`config.mk`:
```
export PLATFORM = sky130hd
export DESIGN_NAME = alu_spi_responder_flat
export DESIGN_NICKNAME = d
export VERILOG_FILES = /design/src/rtl/alu_spi_responder_if.sv /design/src/rtl/alu_spi_responder.sv /design/src/flat_wrapper.sv
export SDC_FILE = /design/constraint.sdc
export NUM_CORES = 1
export LEC_CHECK = 0
export ABC_AREA = 1
export CAP_MARGIN = 20
export CORE_ASPECT_RATIO = 1.75
export CORE_MARGIN = 1.5
export CORE_UTILIZATION = 65
export CTS_BUF_LIST = sky130_fd_sc_hd__clkbuf_4 sky130_fd_sc_hd__clkbuf_8
export CTS_CLUSTER_SIZE = 16
export DETAILED_ROUTE_END_ITERATION = 16
export HOLD_SLACK_MARGIN = 0.08
export PLACE_DENSITY = 0.88
export SLEW_MARGIN = 15
export SYNTH_ARGS = -nofsm -noshare
export SYNTH_HDL_FRONTEND = slang
export SYNTH_SLANG_ARGS = --single-unit
```
`constraint.sdc`:
```
create_clock -name i_clock -period 2.8 [get_ports i_clock]
set_clock_uncertainty 0.15 [all_clocks]
set_input_delay 0.42 -clock i_clock [delete_from_list [all_inputs] [get_ports i_clock]]
set_output_delay 0.42 -clock i_clock [all_outputs]
set_load 0.05 [all_outputs]
```
`src/rtl/alu_spi_responder_if.sv`:
```
// Serial link bundle between the processor (master) and the ALU responder (slave).
// The link clock is the shared system clock, so it is not carried here.
interface Spi;
    logic nss;
    logic mosi;
    logic miso;

    modport SlaveSpi (
        input  nss,
        input  mosi,
        output miso
    );

    modport MasterSpi (
        output nss,
        output mosi,
        input  miso
    );
endinterface

```
`src/rtl/alu_spi_responder.sv`:
```
// ALU end of the processor-to-ALU serial link: receives {rs2, rs1, op} LSB-first,
// computes the result and returns a start bit followed by the result LSB-first.
module alu_spi_responder #(
    parameter int DATA_WIDTH = 8,
    parameter int OP_WIDTH   = 3
) (
    input  logic  i_clock,
    input  logic  i_reset,
    Spi.SlaveSpi  spi,
    output logic  o_busy,
    output logic  o_done
);
    localparam int PACKET_BITS = 2 * DATA_WIDTH + OP_WIDTH;
    localparam int COUNT_W     = $clog2(PACKET_BITS);
    localparam int SHAMT_W     = $clog2(DATA_WIDTH);

    typedef enum logic [2:0] {
        IDLE,
        RECV,
        EXEC,
        RESP_START,
        RESP
    } state_e;

    state_e                  stateQ;
    logic [COUNT_W-1:0]      countQ;
    logic [PACKET_BITS-1:0]  packetQ;
    logic [DATA_WIDTH-1:0]   resultQ;
    logic [DATA_WIDTH-1:0]   resultD;
    logic                    misoQ;
    logic                    busyQ;
    logic                    doneQ;

    logic [OP_WIDTH-1:0]     opcode;
    logic [DATA_WIDTH-1:0]   rs1;
    logic [DATA_WIDTH-1:0]   rs2;

    assign opcode = packetQ[OP_WIDTH-1:0];
    assign rs1    = packetQ[OP_WIDTH +: DATA_WIDTH];
    assign rs2    = packetQ[OP_WIDTH+DATA_WIDTH +: DATA_WIDTH];

    // Shift ops use only the low log2(DATA_WIDTH) bits of rs2 as the amount
    always_comb begin
        resultD = '0;
        case (int'(opcode))
            0: resultD = rs1 + rs2;
            1: resultD = rs1 - rs2;
            2: resultD = rs1 & rs2;
            3: resultD = rs1 | rs2;
            4: resultD = rs1 ^ rs2;
            5: resultD = rs1 << rs2[SHAMT_W-1:0];
            6: resultD = rs1 >> rs2[SHAMT_W-1:0];
            7: resultD = DATA_WIDTH'($signed(rs1) < $signed(rs2));
            default: resultD = '0;
        endcase
    end

    // Outputs are registered alongside the state; the result register is
    // shifted right during the response so bit 0 always holds the next bit out.
    always_ff @(posedge i_clock) begin
        if (i_reset) begin
            stateQ  <= IDLE;
            countQ  <= '0;
            packetQ <= '0;
            resultQ <= '0;
            misoQ   <= 1'b0;
            busyQ   <= 1'b0;
            doneQ   <= 1'b0;
        end else begin
            doneQ <= 1'b0;
            if (stateQ != IDLE && spi.nss) begin
                stateQ <= IDLE;
                countQ <= '0;
                misoQ  <= 1'b0;
                busyQ  <= 1'b0;
            end else begin
                case (stateQ)
                    IDLE: begin
                        misoQ <= 1'b0;
                        if (!spi.nss && spi.mosi) begin
                            stateQ <= RECV;
                            countQ <= '0;
                            busyQ  <= 1'b1;
                        end
                    end
                    RECV: begin
                        packetQ <= {spi.mosi, packetQ[PACKET_BITS-1:1]};
                        if (countQ == COUNT_W'(PACKET_BITS - 1)) begin
                            stateQ <= EXEC;
                            countQ <= '0;
                        end else begin
                            countQ <= countQ + 1'b1;
                        end
                    end
                    EXEC: begin
                        resultQ <= resultD;
                        stateQ  <= RESP_START;
                        misoQ   <= 1'b1;
                    end
                    RESP_START: begin
                        stateQ  <= RESP;
                        countQ  <= '0;
                        misoQ   <= resultQ[0];
                        resultQ <= resultQ >> 1;
                    end
                    RESP: begin
                        if (countQ == COUNT_W'(DATA_WIDTH - 1)) begin
                            stateQ <= IDLE;
                            countQ <= '0;
                            misoQ  <= 1'b0;
                            busyQ  <= 1'b0;
                            doneQ  <= 1'b1;
                        end else begin
                            countQ  <= countQ + 1'b1;
                            misoQ   <= resultQ[0];
                            resultQ <= resultQ >> 1;
                        end
                    end
                    default: begin
                        stateQ <= IDLE;
                        countQ <= '0;
                        misoQ  <= 1'b0;
                        busyQ  <= 1'b0;
                    end
                endcase
            end
        end
    end

    assign spi.miso = misoQ;
    assign o_busy   = busyQ;
    assign o_done   = doneQ;
endmodule
```
`src/flat_wrapper.sv`:
```
// flat-port wrapper written by rule: the top's interface ports become plain ports
module alu_spi_responder_flat 
#(
    parameter int DATA_WIDTH = 8,
    parameter int OP_WIDTH   = 3
)
  (i_clock, i_reset, o_busy, o_done, spi_nss, spi_mosi, spi_miso);
  Spi spi_i ();
  input  logic i_clock;
  input  logic i_reset;
  output logic o_busy;
  output logic o_done;
  input wire logic [$bits(spi_i.nss)-1:0] spi_nss;
  input wire logic [$bits(spi_i.mosi)-1:0] spi_mosi;
  output wire logic [$bits(spi_i.miso)-1:0] spi_miso;
  assign spi_i.nss = spi_nss;
  assign spi_i.mosi = spi_mosi;
  assign spi_miso = spi_i.miso;
  alu_spi_responder #(.DATA_WIDTH(DATA_WIDTH), .OP_WIDTH(OP_WIDTH)) u_core (.i_clock(i_clock), .i_reset(i_reset), .spi(spi_i), .o_busy(o_busy), .o_done(o_done));
endmodule
```
==> results of run 1 <==
metrics by stage:
step / std cells / power [W] / cell area [sq um] / hold WS, ns
6_report: 582 / 0.002866 / 3495 / 0.3120
5_1_grt: 582 / 0.003084 / 3495 / 0.3208
4_1_cts: 582 / 0.002823 / 3495 / 0.3081
3_5_place_dp: 574 / 0.002248 / 3357 / 0.2972
3_3_place_gp: 574 / 0.002216 / 3357 / 0.2857
2_1_floorplan: 528 / 0.001894 / 3314 / 0.2876
cell families after synthesis:
family / after synthesis / share of synthesized area [%]
xor+xnor: 4 / 1.057
buf+inv: 90 / 11.82
simple gates: 262 / 35.49
fa+ha+maj: 29 / 11.40
flops: 38 / 22.95
compound gates: 105 / 17.29
how the worst max path moves through the flow:
stage                              to  slack (ns)  cells past startpoint
detailed placement  u_core.resultQ[3]        0.46                     10
global route        u_core.resultQ[7]        0.15                     12
finish              u_core.resultQ[3]        0.37                      9
floorplan           u_core.resultQ[4]        0.79                     10
global placement    u_core.resultQ[3]        0.49                     10
CTS                 u_core.resultQ[3]        0.43                     10
layer usage:
layer / GRT usage [%] / vias to the layer above / share of wire [%]
met4: 24.87 / 0 / 6.1
met5: 0 / - / 0
met1: 37.90 / 1637 / 35
li1: - / 1741 / -
met2: 69.85 / 147 / 54
met3: 4.927 / 53 / 5.1
cell usage after synthesis, drive strengths merged:
cell,number,area [sq um]
buf,15,106.4
nor3,5,36.29
ha,27,337.8
nand2,117,441.7
a21oi,59,302.8
clkbuf,4,16.26
o21a,1,7.510
or2,1,6.260
xor2,4,35.03
a211oi,1,7.510
nand4,18,112.6
o21bai,2,15.01
nor2,62,259.0
inv,69,261.5
a31oi,1,6.260
clkinv,2,7.510
and2,2,12.51
nand3,57,307.8
dfxtp,38,760.7
o211ai,2,15.01
o221ai,1,8.760
fa,2,40.04
o2111ai,1,8.760
o21ai,32,163.9
o31ai,5,37.54
final cells by class:
cell class	count	area share, %
Multi-Input combinational cell	400	61.87
Sequential cell	38	21.77
Inverter	71	7.698
Timing Repair Buffer	11	2.793
Clock buffer	5	1.969
Clock inverter	3	1.969
Tap cell	54	1.933
report_power, final:
part / internal, W / switching (W)
Sequential: 0.000632 / 0.000129
Clock: 0.000357 / 0.000221
Combinational: 0.000479 / 0.00105
Total: 0.00147 / 0.00140
sequential cells by signal, indices dropped and copies added (netlist names):
register / count
u_core.packetQ: 19
u_core.resultQ: 8
u_core.countQ: 5
u_core.stateQ: 3
u_core.o_busy: 1
u_core.o_done: 1
u_core.spi.miso: 1
worst min-delay path: stages, from the launching register on:
cell and delay, ns:
sky130_fd_sc_hd__dfxtp_1 0.32, sky130_fd_sc_hd__inv_1 0.05, sky130_fd_sc_hd__a21oi_1 0.05
==> results.md, run 1 <==
* Register-to-Register Path Depth: 9
* delay of the slowest cell on the worst path: 0.63 ns
* initial DRC count: 280
* Util after Layout: 70.82%
* diodes inserted: 0
* total iterations of the first detailed-routing run: 5
* Final Worst Setup Slack: 0.3745 ns
* final slew viol count: 0
* list of cells traversed by the critical path: clkinv_1, ha_1, nand2_1, o21bai_1, xor2_1, o21ai_0, inv_1, nand2_1, a21oi_2
* Hold/Removal Path Class: reg -> reg
* Core Rows: 34
* top fanout value on the critical path: 12
* CTS tree: built
* Multi-input gate area: 2162 sq um
* worst hold endpoint: u_core.o_busy
* number of vias after detailed routing: 3578
* worst-margin pin slew: 0.6834 ns
* PwrDens: 820.2 nW/um^2
* netlist area before placement: 3314 sq um
* wire length per cell after detailed routing: 17.16 microns
* Avg Synthesized Cell Area: 6.277 sq um
* Port Buf Inserts: 6
* remaining routing DRC violations: 0
* Antenna Violating Nets Remaining: 0
* commonest cells after routing, fill and taps aside: sky130_fd_sc_hd__nand2_1, sky130_fd_sc_hd__inv_1, sky130_fd_sc_hd__nor2_1
* Seq/Total Area, Yosys: 22.95%
* Worst Path Class, Setup: reg -> reg
* number of max-capacitance violations reported: 0
* global-route wire length before repair: 16.50 mm
* clk slew on worst S/H paths: 0.09 ns
* total negative slack: 0 ns
* count of fill cells added during filler insertion: 439
* total die area: 5554 sq um
* Worst setup SP type: flop
* overall routed net length: 9.989 mm
* family of cells with the greatest summed delay on the critical path: flip-flops
* leakage dissipation: 1.620 nW
* Core Area: 4935 sq um
* y dimension of the die: 97.47 microns
* unrepaired setup endpoints after global routing: no
* worst skew pair latency: 0.30 ns
* routability congestion estimate: 1.011
* via count of the first global-routing pass: 3585
* area added between synthesis and finish: 5.436%
* cells resized by post-CTS repair: 0
* pin count of the biggest net entering global routing: 39
* hold_buf cts: 0
* highest ir drop seen on vdd: 755.9 uV
* Distinct cells, synth: 40
* CP Buf/Inv Count: 2
* Hold Path Stages: 2
* Post-DP HPWL: 7.712 mm
* worst slack at placement: 0.4588 ns
* count of buffers added by post-CTS timing repair for setup: 0
* required time reported for the critical path endpoint: 2.88 ns
* initial core utilization: 67.17%
* post-detailed-route via-to-cell ratio: 6.148
* antenna violations before repair: 0
* number of buffers inserted during clock tree synthesis: 5
* arrival time at the worst endpoint: 2.51 ns
* number of primary I/O pins: 7
* final hold violation count: 0
* result of the run: finished clean
* overflow left after global routing: 0
* clock root buffer: sky130_fd_sc_hd__clkbuf_8
* cell repeated most along the worst path: sky130_fd_sc_hd__nand2_1
* TritonCTS sink count: 38
* Setup crit end kind: flop
* min Tclk post-route: 2.425 ns
* Layout Nets: 560
* Sequential cell area: 760.7 sq um
* Clock Path Buffers: 2
* Mapped Nets: 561
* Worst path slowest cell: sky130_fd_sc_hd__dfxtp_1
* worst setup path start: u_core.packetQ[13]
* die boundary width: 56.98 microns
* H-tree levels: 2
* warning count from the yosys run: 0
* reg-to-reg critical path endpoint: u_core.resultQ[3]
* peak clock frequency supported by timing: 412.3 MHz
* final worst-path cycle share: 86.62%
* most common library cell in the layout ignoring fill and taps: sky130_fd_sc_hd__nand2_1
* FF-to-FF Start: u_core.packetQ[13]
* startpoint of the worst hold path: u_core.o_busy
* Yosys reg bits: 38
* gate count after technology mapping: 528
* Worst R2R Setup Slack: 0.37 ns
* final-report setup violation count: 0
* total routing resource utilization after global routing: 38.00%
* Max-Slew Margin vs Limit: 54.39%
* fraction of final layout cells sized beyond drive strength 1: 5.871%
(Power assumes the default switching activity.)
==> run 2: changes to the inputs <==
Settings changed: CORE_MARGIN 1.5 to 10, MAX_ROUTING_LAYER set to met4.
==> results.md, run 2 (synthesis results as in run 1) <==
* Worst Path Class, Setup: reg -> reg, unchanged
* hold_buf cts: 0, unchanged
* final worst-path cycle share: 84.19%, was 86.62%
* clock root buffer: sky130_fd_sc_hd__clkbuf_8, unchanged
* cells resized by post-CTS repair: 0, unchanged
* Hold/Removal Path Class: reg -> reg, unchanged
* total iterations of the first detailed-routing run: 6, was 5
* delay of the slowest cell on the worst path: 0.60 ns, was 0.63 ns
* required time reported for the critical path endpoint: 2.83 ns, was 2.88 ns
* most common library cell in the layout ignoring fill and taps: sky130_fd_sc_hd__nand2_1, unchanged
* commonest cells after routing, fill and taps aside: sky130_fd_sc_hd__nand2_1, sky130_fd_sc_hd__inv_1, sky130_fd_sc_hd__nor2_1, unchanged
* Worst setup SP type: flop, unchanged
* TritonCTS sink count: 38, unchanged
* Worst Hold Margin: 0.3016 ns, was 0.3120 ns
* final slew viol count: 0, unchanged
* fraction of final layout cells sized beyond drive strength 1: 5.693%, was 5.871%
* Post-DP HPWL: 7.647 mm, was 7.712 mm
* y dimension of the die: 114.5 microns, was 97.47 microns
* top fanout value on the critical path: 12, unchanged
* overflow left after global routing: 0, unchanged
* arrival time at the worst endpoint: 2.39 ns, was 2.51 ns
* total routing resource utilization after global routing: 24.15%, was 38.00%
* highest ir drop seen on vdd: 686.4 uV, was 755.9 uV
* min Tclk post-route: 2.357 ns, was 2.425 ns
* clk slew on worst S/H paths: 0.08 ns, was 0.09 ns
* CTS tree: built, unchanged
* initial core utilization: 66.59%, was 67.17%
* final hold violation count: 0, unchanged
* global-route wire length before repair: 15.96 mm, was 16.50 mm
* Core Area: 4977 sq um, was 4935 sq um
* list of cells traversed by the critical path: clkinv_1, ha_1, nand2_1, nand2_1, o21bai_1, xor2_1, o21ai_0, inv_1, nand2_1, a21oi_2, was clkinv_1, ha_1, nand2_1, o21bai_1, xor2_1, o21ai_0, inv_1, nand2_1, a21oi_2
* routability congestion estimate: 1.024, was 1.011
* antenna violations before repair: 0, unchanged
* family of cells with the greatest summed delay on the critical path: flip-flops, unchanged
* top register by number of flip-flops: u_core.packetQ, unchanged
* result of the run: finished clean, unchanged
* placed inst area: 3357 sq um, unchanged
* PwrDens: 792.2 nW/um^2, was 820.2 nW/um^2
* CP Buf/Inv Count: 2, unchanged
* diodes inserted: 0, unchanged
* non-filler instance count after layout: 581, was 582
* overall routed net length: 9.607 mm, was 9.989 mm
* post-layout total power: 0.002749 W, was 0.002866 W
* via count of the first global-routing pass: 3489, was 3585
* Max-Slew Margin vs Limit: 59.68%, was 54.39%
* Port Buf Inserts: 6, unchanged
* leading registers by flop count: u_core.packetQ: 19 flops, u_core.resultQ: 8 flops, u_core.countQ: 5 flops, unchanged
* Clock Path Buffers: 2, unchanged
* unrepaired setup endpoints after global routing: no, unchanged
* cell repeated most along the worst path: sky130_fd_sc_hd__nand2_1, unchanged
* worst skew pair latency: 0.29 ns, was 0.30 ns
* placed cell count: 574, unchanged
* Finished Cell Area: 3470 sq um, was 3495 sq um
* number of vias after detailed routing: 3513, was 3578
* total negative slack: 0 ns, unchanged
* post-detailed-route via-to-cell ratio: 6.046, was 6.148
* die boundary width: 73.98 microns, was 56.98 microns
* remaining routing DRC violations: 0, unchanged
* worst-margin pin slew: 0.6042 ns, was 0.6834 ns
* number of flip-flops in the largest register: 19, unchanged
* Layout Nets: 560, unchanged
* initial DRC count: 278, was 280
* number of max-capacitance violations reported: 0, unchanged
* Core Rows: 34, unchanged
* area added between synthesis and finish: 4.681%, was 5.436%
* number of primary I/O pins: 7, unchanged
* Antenna Violating Nets Remaining: 0, unchanged
* number of buffers inserted during clock tree synthesis: 5, unchanged
* wire length per cell after detailed routing: 16.54 microns, was 17.16 microns
* final-report setup violation count: 0, unchanged
* count of cell instances traversed by the critical path: 10, was 9
* Setup crit end kind: flop, unchanged
* Worst path slowest cell: sky130_fd_sc_hd__dfxtp_1, unchanged
* count of buffers added by post-CTS timing repair for setup: 0, unchanged
* H-tree levels: 2, unchanged
* Hold Path Stages: 2, unchanged
* leakage dissipation: 1.609 nW, was 1.620 nW
* pin count of the biggest net entering global routing: 39, unchanged
* peak clock frequency supported by timing: 424.2 MHz, was 412.3 MHz
* Register-to-Register Path Depth: 10, was 9
* total die area: 8468 sq um, was 5554 sq um
## run 2: report_power, final
part | internal [W] | switching, W
sequential | 0.000632 | 0.000126
combinational | 0.000481 | 0.00102
clock | 0.000285 | 0.000203
total | 0.00140 | 0.00135
## run 2: stage by stage
step | setup slack (ns) | util (%)
2_1_floorplan | 0.7912 | -
3_3_place_gp | 0.4955 | 67.45
3_5_place_dp | 0.4768 | 67.45
4_1_cts | 0.4682 | 69.71
5_1_grt | 0.1683 | 69.71
6_report | 0.4426 | 69.71
## run 2: cell type report
type / instances / area [sq um]
tap: 54 / 67.56
clock buffer: 6 / 82.58
clock inverter: 1 / 30.03
fill: 434 / 1508
multi-input combinational: 400 / 2162
inverter: 71 / 269.0
timing repair buffer: 11 / 97.59
sequential: 38 / 760.7
## run 2: routing by layer
layer  vias up  GRT usage (%)  routed length, microns
met5         -              -                       0
met2       139          42.98                    5013
met4         0          17.73                     741
met1      1578          21.97                    3372
li1       1736              -                       -
met3        60          3.646                     480
## run 2: worst paths after layout
path                           start                 to  slack (ns)
setup / recovery  u_core.packetQ[13]  u_core.resultQ[3]        0.44
hold / removal         u_core.o_busy      u_core.o_busy        0.30
setup reg to reg  u_core.packetQ[13]  u_core.resultQ[3]        0.44
hold reg to reg        u_core.o_busy      u_core.o_busy        0.30
## run 2: worst reg2reg max path: stages (launching register included)
cell and delay [ns]:
sky130_fd_sc_hd__dfxtp_1 0.60, sky130_fd_sc_hd__clkinv_1 0.18, sky130_fd_sc_hd__ha_1 0.43, sky130_fd_sc_hd__nand2_1 0.11, sky130_fd_sc_hd__nand2_1 0.07, sky130_fd_sc_hd__o21bai_1 0.22
sky130_fd_sc_hd__xor2_1 0.16, sky130_fd_sc_hd__o21ai_0 0.15, sky130_fd_sc_hd__inv_1 0.05, sky130_fd_sc_hd__nand2_1 0.09, sky130_fd_sc_hd__a21oi_2 0.06
==> run 3: changes to the inputs <==
Settings changed: CORE_UTILIZATION 65 to 59, PLACE_DENSITY 0.88 to 0.84.
Clock period 2.8 ns to 2.1 ns, I/O delays scaled along.
==> results.md, run 3 (synthesis results as in run 1) <==
* arrival time at the worst endpoint: 2.16 ns, was 2.39 ns
* family of cells with the greatest summed delay on the critical path: adder cells, was flip-flops
* CTS tree: built, unchanged
* worst skew pair latency: 0.30 ns, was 0.29 ns
* final worst-path cycle share: 101.3%, was 84.19%
* total die area: 9133 sq um, was 8468 sq um
* initial DRC count: 275, was 278
* most common library cell in the layout ignoring fill and taps: sky130_fd_sc_hd__nand2_1, unchanged
* fraction of final layout cells sized beyond drive strength 1: 13.95%, was 5.693%
* number of flip-flops in the largest register: 19, unchanged
* top fanout value on the critical path: 3, was 12
* Worst setup SP type: flop, unchanged
* delay of the slowest cell on the worst path: 0.52 ns, was 0.60 ns
* Layout Nets: 591, was 560
* Max-Slew Margin vs Limit: 65.82%, was 59.68%
* Antenna Violating Nets Remaining: 0, unchanged
* commonest cells after routing, fill and taps aside: sky130_fd_sc_hd__nand2_1, sky130_fd_sc_hd__inv_1, sky130_fd_sc_hd__nor2_1, unchanged
* post-detailed-route via-to-cell ratio: 5.787, was 6.046
* Worst path slowest cell: sky130_fd_sc_hd__fa_2, was sky130_fd_sc_hd__dfxtp_1
* Sequential cell area: 764.5 sq um, was 760.7 sq um
* number of primary I/O pins: 7, unchanged
* Core Rows: 36, was 34
* overall routed net length: 10.42 mm, was 9.607 mm
* clk slew on worst S/H paths: 0.08 ns, about the same
* Multi-input gate area: 2243 sq um, was 2162 sq um
* post-layout total power: 0.004165 W, was 0.002749 W
* antenna violations before repair: 0, unchanged
* Port Buf Inserts: 6, unchanged
* worst hold endpoint: u_core.o_busy, unchanged
* H-tree levels: 2, unchanged
* overflow left after global routing: 0, unchanged
* via count of the first global-routing pass: 3668, was 3489
* failing checks: negative setup slack
* count of fill cells added during filler insertion: 491, was 434
* number of max-capacitance violations reported: 0, unchanged
* Setup crit end kind: flop, unchanged
* list of cells traversed by the critical path: inv_1, ha_2, fa_2, nor2_1, nor2_1, nand4_1, o21ai_0, a21oi_1, was clkinv_1, ha_1, nand2_1, nand2_1, o21bai_1, xor2_1, o21ai_0, inv_1, nand2_1, a21oi_2
* y dimension of the die: 119.2 microns, was 114.5 microns
* cell repeated most along the worst path: sky130_fd_sc_hd__nor2_1, was sky130_fd_sc_hd__nand2_1
* placed inst area: 3622 sq um, was 3357 sq um
* highest ir drop seen on vdd: 925.9 uV, was 686.4 uV
* min Tclk post-route: 2.127 ns, was 2.357 ns
* pin count of the biggest net entering global routing: 39, unchanged
* Post-DP HPWL: 8.047 mm, was 7.647 mm
* Finished Cell Area: 3852 sq um, was 3470 sq um
* TritonCTS sink count: 38, unchanged
* Register-to-Register Path Depth: 8, was 10
* final-report setup violation count: 1, was 0
* Worst Path Class, Setup: reg -> reg, unchanged
* Util after Layout: 70.10%, was 69.71%
* Hold Path Stages: 2, unchanged
* Final Worst Setup Slack: -0.02663 ns, was 0.4426 ns
* FF-to-FF Start: u_core.packetQ[3], was u_core.packetQ[13]
* CP Buf/Inv Count: 1, was 2
* clock root buffer: sky130_fd_sc_hd__clkbuf_8, unchanged
* leakage dissipation: 1.787 nW, was 1.609 nW
* Hold/Removal Path Class: reg -> reg, unchanged
* routability congestion estimate: 0.9569, was 1.024
* result of the run: finished, violations left, was finished clean
* Worst R2R Setup Slack: -0.03 ns, was 0.44 ns
* Worst Hold Margin: 0.3104 ns, was 0.3016 ns
* final slew viol count: 0, unchanged
* top register by number of flip-flops: u_core.packetQ, unchanged
* worst setup path start: u_core.packetQ[3], was u_core.packetQ[13]
* wire length per cell after detailed routing: 16.40 microns, was 16.54 microns
* hold_buf cts: 0, unchanged
* final hold violation count: 0, unchanged
* total negative slack: -0.02663 ns, was 0 ns
* area added between synthesis and finish: 16.23%, was 4.681%
* leading registers by flop count: u_core.packetQ: 19 flops, u_core.resultQ: 8 flops, u_core.countQ: 5 flops, unchanged
* total iterations of the first detailed-routing run: 5, was 6
* PwrDens: 1081 nW/um^2, was 792.2 nW/um^2
* total routing resource utilization after global routing: 23.20%, was 24.15%
* peak clock frequency supported by timing: 470.2 MHz, was 424.2 MHz
* unrepaired setup endpoints after global routing: yes, was no
* die boundary width: 76.66 microns, was 73.98 microns
* worst-margin pin slew: 0.5111 ns, was 0.6042 ns
* Core Area: 5495 sq um, was 4977 sq um
* required time reported for the critical path endpoint: 2.13 ns, was 2.83 ns
* number of buffers inserted during clock tree synthesis: 5, unchanged
* number of vias after detailed routing: 3675, was 3513
* global-route wire length before repair: 16.88 mm, was 15.96 mm
* diodes inserted: 0, unchanged
* Clock Path Buffers: 2, unchanged
* initial core utilization: 60.31%, was 66.59%
* remaining routing DRC violations: 0, unchanged
* startpoint of the worst hold path: u_core.o_busy, unchanged
* reg-to-reg critical path endpoint: u_core.resultQ[1], was u_core.resultQ[3]
[run 3: cell types whose count changed in the layout (fill, tap and decap cells not counted), moves of 2 or more]
cell and change:
sky130_fd_sc_hd__buf_4 +30, sky130_fd_sc_hd__fa_1 -2, sky130_fd_sc_hd__fa_2 +2, sky130_fd_sc_hd__dfxtp_1 -3, sky130_fd_sc_hd__ha_4 +5, sky130_fd_sc_hd__inv_2 +2, sky130_fd_sc_hd__inv_1 -2, sky130_fd_sc_hd__ha_1 -6
sky130_fd_sc_hd__dfxtp_2 +3
[run 3: through the flow]
step / instances / setup WS (ns)
2_1_floorplan: 528 / 0.09117
3_3_place_gp: 626 / 0.002323
3_5_place_dp: 626 / 0.003436
4_1_cts: 634 / 0.02478
5_1_grt: 635 / -0.09002
6_report: 635 / -0.02663
[run 3: tightest hold or removal path, cell delays in order, from the launching register on]
cell                      delay [ns]
sky130_fd_sc_hd__dfxtp_1        0.32
sky130_fd_sc_hd__inv_1          0.05
sky130_fd_sc_hd__a21oi_1        0.05
[run 3: routing by layer]
layer  vias up  GRT usage (%)  share of wire (%)
met5         -              -                  0
met4         0          14.84                5.8
met3        44          3.238                4.5
met2       140          44.23                 55
met1      1690          20.67                 35
li1       1801              -                  -
[run 3: layout make-up]
type | instances | area share (%)
Clock inverter | 3 | 1.786
Timing Repair Buffer | 42 | 8.899
Sequential cell | 38 | 19.84
Inverter | 71 | 6.983
Tap cell | 76 | 2.468
Multi-Input combinational cell | 400 | 58.23
Clock buffer | 5 | 1.786
[run 3: what timing repair did]
item / CTS / global route
pin swaps: 0 / 1
setup buffers: 0 / 1
setup endpoints to repair: 1 / 5
gates resized for setup: 2 / 17
cloned: 0 / 0
[run 3: how the worst max path moves through the flow]
stage                     cells after the start                end
after floorplan                              10  u_core.resultQ[4]
after global placement                       12  u_core.resultQ[0]
after detailed placement                     12  u_core.resultQ[0]
after CTS                                    12  u_core.resultQ[0]
after global routing                          8  u_core.resultQ[1]
final                                         8  u_core.resultQ[1]
[run 3: power by group]
part | internal, W | switching, W
registers | 0.000846 | 0.0000940
clock network | 0.000476 | 0.000292
logic | 0.000893 | 0.00156
total | 0.00221 | 0.00195
